==> src/rtl/tqvp_ofdm_demap.sv <==
// tqvp_ofdm_demap: QPSK/16-QAM hard-decision slicer that packs symbol bits into bytes behind a small register file
module tqvp_ofdm_demap (
    input  logic       clk,
    input  logic       rst_n,
    input  logic [7:0] ui_in,
    output logic [7:0] uo_out,
    input  logic [3:0] address,
    input  logic       data_write,
    input  logic [7:0] data_in,
    output logic [7:0] data_out
);
    typedef enum logic [1:0] {IDLE, SLICE, PACK} state_t;
    state_t state, state_next;
    logic scheme, valid, overrun;
    logic [7:0] sym, data, eras, acc, packed_acc;
    logic [2:0] acc_bits;
    logic [3:0] bits, slice_bits, total;
    logic [8:0] eras_sum;
    logic wr_ctrl, wr_stat, wr_sym, clr, sch_chg, busy, sym_go, done, stat_clr_valid;
    logic signed [3:0] i_val, q_val;
    logic unused_ok;

    // 16-QAM Gray slicer: -8..-2 -> 00, -1 -> 01, 0..1 -> 11, 2..7 -> 10
    function automatic logic [1:0] qam(input logic signed [3:0] v);
        return v[3] ? (&v ? 2'b01 : 2'b00) : (v > 4'sd1 ? 2'b10 : 2'b11);
    endfunction

    assign wr_ctrl        = data_write && address == 4'h0;
    assign wr_stat        = data_write && address == 4'h1;
    assign wr_sym         = data_write && address == 4'h2;
    assign clr            = wr_ctrl && data_in[0];
    assign sch_chg        = wr_ctrl && data_in[1] != scheme;
    assign busy           = state != IDLE;
    assign sym_go         = wr_sym && !busy;
    assign i_val          = sym[3:0];
    assign q_val          = sym[7:4];
    assign slice_bits     = scheme ? {qam(i_val), qam(q_val)} : {2'b00, i_val[3], q_val[3]};
    assign eras_sum       = {1'b0, eras} + {8'b0, ~|sym[3:0]} + {8'b0, ~|sym[7:4]};
    assign total          = {1'b0, acc_bits} + (scheme ? 4'd4 : 4'd2);
    assign done           = total == 4'd8;
    assign packed_acc     = acc | ({4'b0, bits} << acc_bits);
    assign stat_clr_valid = wr_stat && data_in[0];
    assign uo_out         = {6'b0, valid, 1'b0};
    assign unused_ok      = &{1'b0, ui_in};
    assign data_out = address == 4'h0 ? {6'b0, scheme, 1'b0} :
                      address == 4'h1 ? {2'b0, acc_bits, busy, overrun, valid} :
                      address == 4'h2 ? sym :
                      address == 4'h3 ? data :
                      address == 4'h4 ? eras : 8'h00;

    // state register
    always_ff @(posedge clk or negedge rst_n) begin
        if (!rst_n) state <= IDLE;
        else state <= state_next;
    end

    // IDLE -> SLICE on an accepted symbol, SLICE -> PACK -> IDLE; clear or scheme change aborts
    always_comb begin
        state_next = state;
        case (state)
            IDLE:    if (sym_go) state_next = SLICE;
            SLICE:   state_next = PACK;
            default: state_next = IDLE;
        endcase
        if (clr || sch_chg) state_next = IDLE;
    end

    // registers, slicing, erasure counting and byte packing
    always_ff @(posedge clk or negedge rst_n) begin
        if (!rst_n) begin
            scheme   <= 1'b0;
            sym      <= 8'h00;
            data     <= 8'h00;
            eras     <= 8'h00;
            acc      <= 8'h00;
            acc_bits <= 3'd0;
            bits     <= 4'h0;
            valid    <= 1'b0;
            overrun  <= 1'b0;
        end else begin
            if (wr_ctrl) scheme <= data_in[1];
            if (sym_go) sym <= data_in;
            if (clr) begin
                data     <= 8'h00;
                eras     <= 8'h00;
                acc      <= 8'h00;
                acc_bits <= 3'd0;
                valid    <= 1'b0;
                overrun  <= 1'b0;
            end else begin
                if (wr_stat && data_in[0]) valid <= 1'b0;
                if (wr_stat && data_in[1]) overrun <= 1'b0;
                if (wr_sym && busy) overrun <= 1'b1;
                if (sch_chg) begin
                    acc      <= 8'h00;
                    acc_bits <= 3'd0;
                end else if (state == SLICE) begin
                    bits <= slice_bits;
                    eras <= eras_sum[8] ? 8'hFF : eras_sum[7:0];
                end else if (state == PACK) begin
                    if (done) begin
                        acc      <= 8'h00;
                        acc_bits <= 3'd0;
                        if (valid && !stat_clr_valid) overrun <= 1'b1;
                        else begin
                            data  <= packed_acc;
                            valid <= 1'b1;
                        end
                    end else begin
                        acc      <= packed_acc;
                        acc_bits <= total[2:0];
                    end
                end
            end
        end
    end
endmodule

==> config.mk <==
export PLATFORM = sky130hd
export DESIGN_NAME = tqvp_ofdm_demap
export DESIGN_NICKNAME = d
export VERILOG_FILES = /design/src/rtl/tqvp_ofdm_demap.sv
export SDC_FILE = /design/constraint.sdc
export NUM_CORES = 1
export LEC_CHECK = 0
export ABC_AREA = 0
export BUFFER_PORTS_ARGS = -buffer_cell sky130_fd_sc_hd__buf_2
export CAP_MARGIN = 20
export CORE_MARGIN = 5
export CORE_UTILIZATION = 50
export CTS_BUF_LIST = sky130_fd_sc_hd__clkbuf_8 sky130_fd_sc_hd__clkbuf_16
export DETAILED_ROUTE_END_ITERATION = 8
export PLACE_DENSITY = 0.72
export SLEW_MARGIN = 20
export SYNTH_ARGS = -nofsm -noshare
export SYNTH_HDL_FRONTEND = slang
export SYNTH_SLANG_ARGS = --single-unit
==> constraint.sdc <==
create_clock -name clk -period 2.8 [get_ports clk]
set_input_delay 0.14 -clock clk [delete_from_list [all_inputs] [get_ports clk]]
set_output_delay 0.14 -clock clk [all_outputs]
set_load 0.02 [all_outputs]
; ---- Word level (Yosys, flattened, before mapping)
; Cells that the tools add are included.
; W data, S select, Z words.
[op_classes]
addsub = 3
n_lt_le_gt_ge = 2
n_eq_ne = 13
n_shift = 1
mux = 51
bitwise_logic = 3
reduce_logical = 30
[ops]
columns = operator, count
row1 = $mux W8, 20
row2 = $mux W1, 19
row3 = $mux W3, 6
row4 = $logic_and A1 B1 Y1, 10
row5 = $add A8 B1 Y9, 1
row6 = $add A9 B1 Y9, 1
row7 = $eq A4 B2 Y1 const B, 2
row8 = $gt A4 B2 Y1 const B, 2
row9 = $mux W2, 4
row10 = $or A8 B8 Y8, 1
row11 = $reduce_and A4 Y1, 2
row12 = $reduce_bool A2 Y1, 4
row13 = $reduce_or A4 Y1, 2
row14 = $shl A4 B3 Y8, 1
row15 = $ne A2 B2 Y1 const B, 3
row16 = $ne A3 B3 Y1 const B, 2
row17 = $reduce_and A5 Y1, 1
row18 = $add A3 B3 Y4, 1
row19 = $eq A4 B1 Y1 const B, 1
row20 = $eq A4 B3 Y1 const B, 1
row21 = $eq A4 B4 Y1 const B, 1
row22 = $logic_not A1 Y1, 4
row23 = $logic_not A4 Y1, 1
row24 = $mux W4, 1
row25 = 10 further kinds, 12
[word_totals]
regBits = 44
inputBits = 23

; ---- Depth between registers and ports, before layout
; Gate-level depths: netlist (run 1).
[logic_depth]
ltp_word = 11
depth_mapped = 9
depth_no_buf = 9

; ---- Least setup slack after synthesis (run 1)
; OpenSTA, ideal clock, no wires.
[synth_path]
kind = register -> register
from = reg scheme
to = reg data[0]
setup_ns = 0.136
arrival_time_ns = 2.298
slack_ns = 0.366
stages_incl_launch_ff = 9
n_path_buf = 0
cell_sequence = dfrtp_1 inv_1 ha_1 inv_1 fa_1 or3b_2 nor2_1 o211ai_4 mux2i_1
[synth_between]
elab_chain_len = 5
[synth_rtl]
columns = element, line
row1 = start: declaration, 14  ; logic scheme, valid, overrun;
row2 = start signal: assignment, 81  ; if (wr_ctrl) scheme <= data_in[1];
row3 = $mux W3, 39  ; assign total = {1'b0, acc_bits} + (scheme ? 4'd4 : 4'd2);
row4 = $add A3 B3 Y4, 39
row5 = $eq A4 B4 Y1, 40  ; assign done = total == 4'd8;
row6 = $reduce_bool A2 Y1 (no source line), n/a
row7 = $reduce_and A5 Y1 (no source line) *, n/a
row8 = end signal: assignment, 106  ; data <= packed_acc;
row9 = end: declaration, 15  ; logic [7:0] sym, data, eras, acc, packed_acc;
; Mark *: on every way between the ends. The rest lies on a longest branch, timed or not.
; A chain may end at the register's enable or synchronous reset.

; ---- Final worst setup path (run 1)
[layout_path]
from = reg sym[4]
to = reg eras[2]
[layout_between]
elab_chain_len = 7
[layout_rtl]
columns = element, line
row1 = start: declaration, 15
row2 = start signal: assignment, 82  ; if (sym_go) sym <= data_in;
row3 = $reduce_or A4 Y1, 38  ; assign eras_sum = {1'b0, eras} + {8'b0, ~|sym[3:0]} + {8'b0, ~|sym[7:4]};
row4 = $logic_not A1 Y1, 38
row5 = $add A9 B1 Y9, 38
row6 = $mux W8, 99  ; eras <= eras_sum[8] ? 8'hFF : eras_sum[7:0];
row7 = $mux W8, 97  ; end else if (state == SLICE) begin
row8 = $mux W8, 94  ; if (sch_chg) begin
row9 = $mux W8, 83  ; if (clr) begin
row10 = end signal: assignment, 99
row11 = end: declaration, 15
; Every way passes these cells. The select of a mux whose other input is x is not followed.

==> results of run 1 <==
how the worst max path moves through the flow:
stage / cells past startpoint / to / slack [ns]
6_report: 8 / eras[2] / 0.20
2_1_floorplan: 8 / data[0] / 0.37
4_1_cts: 8 / eras[2] / 0.20
3_5_place_dp: 8 / eras[2] / 0.23
5_1_grt: 8 / eras[5] / 0.03
3_3_place_gp: 8 / eras[2] / 0.25
worst reg2reg max path: stages (launching register included):
cell and delay (ns):
dfrtp_1 0.43, or4_1 0.55, fa_1 0.46, inv_1 0.09, ha_1 0.19, and4_1 0.26, nand2_1 0.17, and4_1 0.24
nor3_1 0.15
state kept, by name, summed over array words and instances (netlist names):
signal and flops:
eras 8, acc_bits 2, acc 8, overrun 1
scheme 1, bits 4, valid 1, sym 8
state 2, data 8
cells in the mapped netlist, types with 2 or more instances:
| cell | count |
|---|---|
| a211oi_1 | 3 |
| nand4_1 | 2 |
| inv_1 | 15 |
| o31ai_1 | 3 |
| mux2_1 | 8 |
| nand2b_1 | 4 |
| o21ai_0 | 23 |
| a221o_1 | 2 |
| dfrtp_1 | 43 |
| and4_1 | 4 |
| fa_1 | 2 |
| and2_1 | 3 |
| a22oi_1 | 7 |
| and3_1 | 4 |
| buf_4 | 10 |
| clkbuf_1 | 5 |
| a311oi_1 | 3 |
| ha_1 | 2 |
| mux2i_1 | 13 |
| mux2_2 | 6 |
| nand3_1 | 4 |
| nor2_1 | 19 |
| nand2_1 | 22 |
| and4b_1 | 3 |
| nor2b_1 | 7 |
| nor3_1 | 5 |
| buf_2 | 3 |
| a21oi_1 | 13 |
power groups by stage:
stage | sequential, mW | clock, mW | combinational [mW]
2_1_floorplan | 0.874 | 0 | 0.437
3_3_place_gp | 0.896 | 0 | 0.594
3_5_place_dp | 0.902 | 0 | 0.610
4_1_cts | 0.891 | 0.584 | 0.613
5_1_grt | 0.914 | 0.617 | 0.699
6_report | 0.894 | 0.571 | 0.612
cells by family after synthesis:
kind of cell | Yosys count
buffers and inverters | 34
AO/OA/AOI/OAI | 70
other | 1
multiplexers | 27
AND/OR/NAND/NOR | 86
XOR/XNOR | 1
flip-flops | 43
adder cells (fa/ha/maj) | 4
layout make-up:
type,instances,area share (%)
Clock buffer,5,2.39
Clock inverter,3,2.34
Inverter,15,1.95
Multi-Input combinational cell,195,46.7
Sequential cell,43,37.3
Tap cell,70,3.04
Timing Repair Buffer,31,6.25
metrics by stage:
stage | total power, mW | area [um^2]
global route | 2.23 | 2880
detailed placement | 1.51 | 2740
global placement | 1.49 | 2740
CTS | 2.09 | 2870
floorplan | 1.31 | 2590
finish | 2.08 | 2880
per-layer routing:
metal | global-route usage [%] | routed length [um] | vias up
met1 | 27.9 | 2660 | 1005
met4 | 4.98 | 62 | 0
met5 | 0 | 0 | -
met2 | 28.8 | 2770 | 41
li1 | - | - | 997
met3 | 4.17 | 278 | 6
layout by cell type, fill, tap and decap left out, drive strengths merged, types with 6 or more instances in the layout:
master | Yosys | layout
dfrtp | 43 | 43
o21ai | 24 | 24
nand3 | 6 | 6
mux2 | 14 | 14
mux2i | 13 | 13
a22oi | 7 | 7
buf | 14 | 30
inv | 15 | 15
conb | 1 | 7
a21oi | 13 | 13
nand2 | 22 | 22
nor2b | 7 | 7
nor2 | 20 | 20
nor3 | 6 | 6
repair_timing:
item                                   in CTS  in global routing
hold buffers                                0                  1
buffers inserted                            0                  0
endpoints found under the hold margin       0                 43
==> impl_metrics.py, run 1 <==
metrics = {
    "outcome": {
        "status": "completed",
    },
    "synthesis": {
        "netlist_area_um2": 2570,
        "yosysSeqAreaShare_pct": 41.9,
        "netlist_instances": 266,
        "synth-edff-count": 0,
        "async_flop_share_pct": 100,
        "yosys.cell_types.count": 56,
        "synthXorXnorAreaFrac_pct": 0.633,
        "yosysWarningCount": 0,
        "synth_area_leaders": "dfrtp_1, mux2i_1, o21ai_0",
        "synthSimpleGateAreaFrac_pct": 18.7,
        "yosys.area.top_type": "dfrtp_1",
        "avgSynthCellArea_um2": 9.66,
        "synthFlopType": "dfrtp_1",
        "synth_top_family_by_area": "simple AND/OR/NAND/NOR gates",
        "synth.top_cell.area_share_pct": 41.9,
        "synthMuxAreaShare_pct": 11.2,
        "synth-compound-area-share_pct": 18.4,
        "synth_seq_cells": 43,
        "synth_adder_area_share_pct": 2.53,
    },
    "timing": {
        "layout_min_cycle_time_ns": 2.60,
        "setup_viol": 0,
        "final-hold-violation-count": 0,
        "worstMarginPinSlew_ns": 0.713,
        "finalMaxSlewViolations": 0,
        "max_freq_mhz": 384,
        "post-route-period-util_pct": 93.0,
        "finalSetupTns_ns": 0,
        "grt_setup_unrepaired": "false",
        "holdWs_ns": 0.0475,
        "finalClockSkew_ns": 0.00570,
        "setup_ws_ns": 0.196,
        "relSlewSlack_pct": 52.3,
    },
    "setup_path": {
        "cp.required_ns": 3.02,
        "r2r_start": "sym[4]",
        "crit_path_max_incr_delay_ns": 0.54,
        "reg2reg_to": "eras[2]",
        "crit_slowest_cell": "or4_1",
        "cp-start-kind": "flip-flop",
        "end_kind": "flip-flop",
        "rrSetupSlack_ns": 0.20,
        "arrival_ns": 2.82,
        "crit_family": "simple AND/OR/NAND/NOR gates",
        "crit_top_cell": "and4_1",
        "worstSetupPathType": "reg -> reg",
        "cp_cell_sequence": "or4_1, fa_1, inv_1, ha_1, and4_1, nand2_1, and4_1, nor3_1",
        "startpoint": "sym[4]",
        "worstRegToRegCells": 8,
        "cp_max_fo": 6,
        "path_buf_inv": 1,
    },
    "die": {
        "die_area_um2": 6670,
        "fp.dieW_um": 81.7,
        "num_rows": 26,
        "core_um2": 5040,
        "start_util_pct": 51.0,
        "ios": 39,
        "fp.dieH_um": 81.7,
    },
    "pwr": {
        "p_leak_nw": 1.36,
        "combPwrFrac_pct": 29.5,
        "ir_drop_mv": 0.585,
        "pwr_density_cell_nw_per_um2": 720,
        "switchingPower_mw": 0.674,
        "sw_frac_of_total_pct": 32.5,
        "p_int_mw": 1.40,
        "power_frac_clock_pct": 27.5,
        "power_frac_seq_pct": 43.0,
    },
    "global_routing": {
        "grt_usage_pct": 19.1,
        "grt_pass1_vias": 1941,
        "grt-ovfl-total": 0,
        "antenna_found_initial": 0,
        "grt_first_pass_wirelength_um": 9660,
        "grt_max_degree": 44,
    },
    "final_layout": {
        "post-route-util_pct": 57.2,
        "fillers": 459,
        "stdcell_count": 362,
        "syn2layout_area_growth_pct": 12.2,
        "multi_input_area_um2": 1350,
        "fin_nets": 318,
        "seqCellArea_um2": 1080,
        "drive_above_1_share_pct": 18.8,
        "diodes": 0,
    },
    "routing": {
        "viasPerCell": 5.66,
        "routedWlPerCell_um": 16.0,
        "drt-initial-drc-count": 90,
        "vias": 2049,
        "wl_um": 5780,
        "ant_nets": 0,
        "dr.pass1.iters": 4,
        "drc": 0,
    },
    "placed_design": {
        "place_inst": 353,
        "dp_hpwl_um": 4270,
        "dp_slack_ns": 0.233,
        "gp_congestion": 0.806,
        "io_buffers": 23,
    },
    "clock_tree": {
        "clk_latency_ns": 0.29,
        "cts-htree-levels": 2,
        "cts_tree": "built",
        "cts-root-buf": "clkbuf_8",
        "cts_num_sinks": 43,
        "cts_max_path_buffers": 2,
        "cts_resized": 0,
        "clkTransAtPathRegs_ns": 0.08,
        "cts_buffers": 5,
    },
    "job": {
        "maxCapViolations": 0,
    },
    "min_path": {
        "hold_path.class": "in -> reg",
        "min_from": "data_in[5]",
        "whs_path_depth": 2,
        "hold_path_end": "sym[5]",
    },
}
Note: power is estimated with default switching activity, not from simulation.
==> run 2: changes to the inputs <==
--- a/config.mk
+++ b/config.mk
@@ -12,7 +12,7 @@
 export CORE_UTILIZATION = 50
 export CTS_BUF_LIST = sky130_fd_sc_hd__clkbuf_8 sky130_fd_sc_hd__clkbuf_16
 export DETAILED_ROUTE_END_ITERATION = 8
-export PLACE_DENSITY = 0.72
+export PLACE_DENSITY = 0.68
 export SLEW_MARGIN = 20
 export SYNTH_ARGS = -nofsm -noshare
 export SYNTH_HDL_FRONTEND = slang
==> run 2 against run 1 <==
The flow now finishes with violations (hold timing). Via count shrank 1.4%. Final area shrank 2.3%. Flip-flop and latch count is the same. Count of clock-buffer cells in the layout is the same. Register-to-register slack gained 0.03 ns. Worst hold slack lost 0.055 ns. Routed wire length shrank 1.6%. Combinational power is essentially flat. Critical path type unchanged.
==> impl_metrics.py, run 2 (synthesized netlist as in run 1, its figures left out) <==
metrics = {
    "timing": {
        "layout_min_cycle_time_ns": 2.57,
        "max_freq_mhz": 389,
        "setup_viol": 0,
        "holdWs_ns": -0.00760,
        "relSlewSlack_pct": 35.2,
        "worstMarginPinSlew_ns": 0.972,
        "grt_setup_unrepaired": "false",
        "finalMaxSlewViolations": 0,
        "finalClockSkew_ns": 0.00457,
        "post-route-period-util_pct": 91.9,
        "finalSetupTns_ns": 0,
        "final-hold-violation-count": 23,
    },
    "setup_path": {
        "cp-start-kind": "flip-flop",
        "crit_top_cell": "inv_1",
        "crit_slowest_cell": "fa_1",
        "arrival_ns": 2.75,
        "cp_cell_sequence": "inv_1, ha_1, inv_1, fa_1, or3b_2, nor2_1, o211ai_4, mux2i_1",
        "r2r_start": "scheme",
        "cp.required_ns": 2.97,
        "cp_max_fo": 8,
        "end_kind": "flip-flop",
        "startpoint": "scheme",
        "crit_path_max_incr_delay_ns": 0.51,
        "worstSetupPathType": "reg -> reg",
    },
    "outcome": {
        "status": "finished with violations",
        "violations": "hold timing",
    },
    "pwr": {
        "power_frac_clock_pct": 19.8,
        "p_leak_nw": 1.34,
        "power_mw": 1.87,
        "ir_drop_mv": 0.419,
        "combPwrFrac_pct": 32.7,
        "sw_frac_of_total_pct": 35.3,
        "power_frac_seq_pct": 47.5,
        "p_int_mw": 1.21,
        "pwr_density_cell_nw_per_um2": 663,
        "switchingPower_mw": 0.659,
    },
    "routing": {
        "ant_nets": 0,
        "met2_length_um": 2610,
        "wl_met1_um": 2790,
        "top_layer_used": "met4",
        "wl_um": 5680,
        "vias": 2020,
        "drt-initial-drc-count": 101,
        "met3_length_um": 226,
        "routedWlPerCell_um": 15.8,
        "viasPerCell": 5.61,
        "drc": 0,
        "dr.pass1.iters": 4,
    },
    "clock_tree": {
        "cts_num_sinks": 43,
        "cts-htree-levels": 2,
        "cts-root-buf": "clkbuf_8",
        "cts_tree": "built",
        "clkTransAtPathRegs_ns": 0.08,
        "cts_buffers": 5,
        "cts_max_path_buffers": 2,
        "clk_latency_ns": 0.30,
    },
    "die": {
        "core_um2": 5040,
        "fp.dieH_um": 81.7,
        "fp.dieW_um": 81.7,
        "start_util_pct": 51.0,
        "die_area_um2": 6670,
        "num_rows": 26,
        "ios": 39,
    },
    "final_layout": {
        "layout_commonest_cell": "dfrtp_1",
        "diodes": 0,
        "syn2layout_area_growth_pct": 9.64,
        "drive_above_1_share_pct": 18.6,
        "fin_nets": 318,
        "mostFrequentLayoutCells": "dfrtp_1, o21ai_0, buf_2",
    },
    "global_routing": {
        "grt-ovfl-total": 0,
        "grt_pass1_vias": 1969,
        "grt_first_pass_wirelength_um": 9650,
        "antenna_found_initial": 0,
        "grt_max_degree": 44,
        "grt_usage_pct": 19.0,
    },
    "placed_design": {
        "dp_hpwl_um": 4270,
        "io_buffers": 23,
        "gp_congestion": 0.788,
    },
    "job": {
        "maxCapViolations": 0,
    },
    "min_path": {
        "hold_path.class": "in -> async",
    },
}
[run 2: path summary, 6_finish.rpt]
kind	end	slack, ns	depth (start not counted)
min	acc[3]	-0.008	1
max in group asynchronous	valid	2.21	1
min in group clk	sym[2]	0.05	2
min reg2reg	acc[5]	0.51	2
max	data[0]	0.23	8
max reg2reg	data[0]	0.23	8
[run 2: repair_timing]
item                                   4_1_cts  5_1_grt
setup endpoints to repair                    0        2
setup buffers                                0        0
endpoints found under the hold margin        0        0
hold buffers                                 0        0
gates resized for setup                      0        1
[run 2: critical path: cells and delay by family, from the launching register on]
family	cells	cell delay (ns)
buf+inv	2	0.19
flops	1	0.38
fa+ha+maj	2	0.68
mux	1	0.17
compound gates	1	0.23
simple gates	2	0.80
[run 2: final cells by class]
cell class	instances	area, um^2
clock buffers	5	68.8
repair buffers	31	175
multi-input cells	195	1350
clock inverters	1	3.75
inverters	15	56.3
flip-flops and latches	43	1080
well taps	70	87.6
fillers	471	2220
[run 2: metal layers]
layer,vias up,global-route usage [%]
li1,993,-
met1,979,27.4
met2,41,29.2
met3,7,3.73
met4,0,5.15
met5,-,0
[run 2: power groups by stage]
stage / clock, mW / sequential [mW] / combinational [mW]
4_1_cts: 0.376 / 0.889 / 0.615
3_5_place_dp: 0 / 0.902 / 0.613
6_report: 0.369 / 0.888 / 0.611
3_3_place_gp: 0 / 0.897 / 0.597
2_1_floorplan: 0 / 0.874 / 0.437
5_1_grt: 0.403 / 0.911 / 0.695
[run 2: stage by stage]
step | setup WS, ns | util (%) | area [um^2] | hold WS, ns | cells
floorplan | 0.366 | - | 2590 | -0.156 | 272
global placement | 0.210 | 54.4 | 2740 | 0.351 | 354
detailed placement | 0.171 | 54.4 | 2740 | 0.354 | 354
CTS | 0.153 | 55.8 | 2820 | 0.0315 | 360
global route | 0.0366 | 55.9 | 2820 | 0.0484 | 360
finish | 0.226 | 55.9 | 2820 | -0.00760 | 360
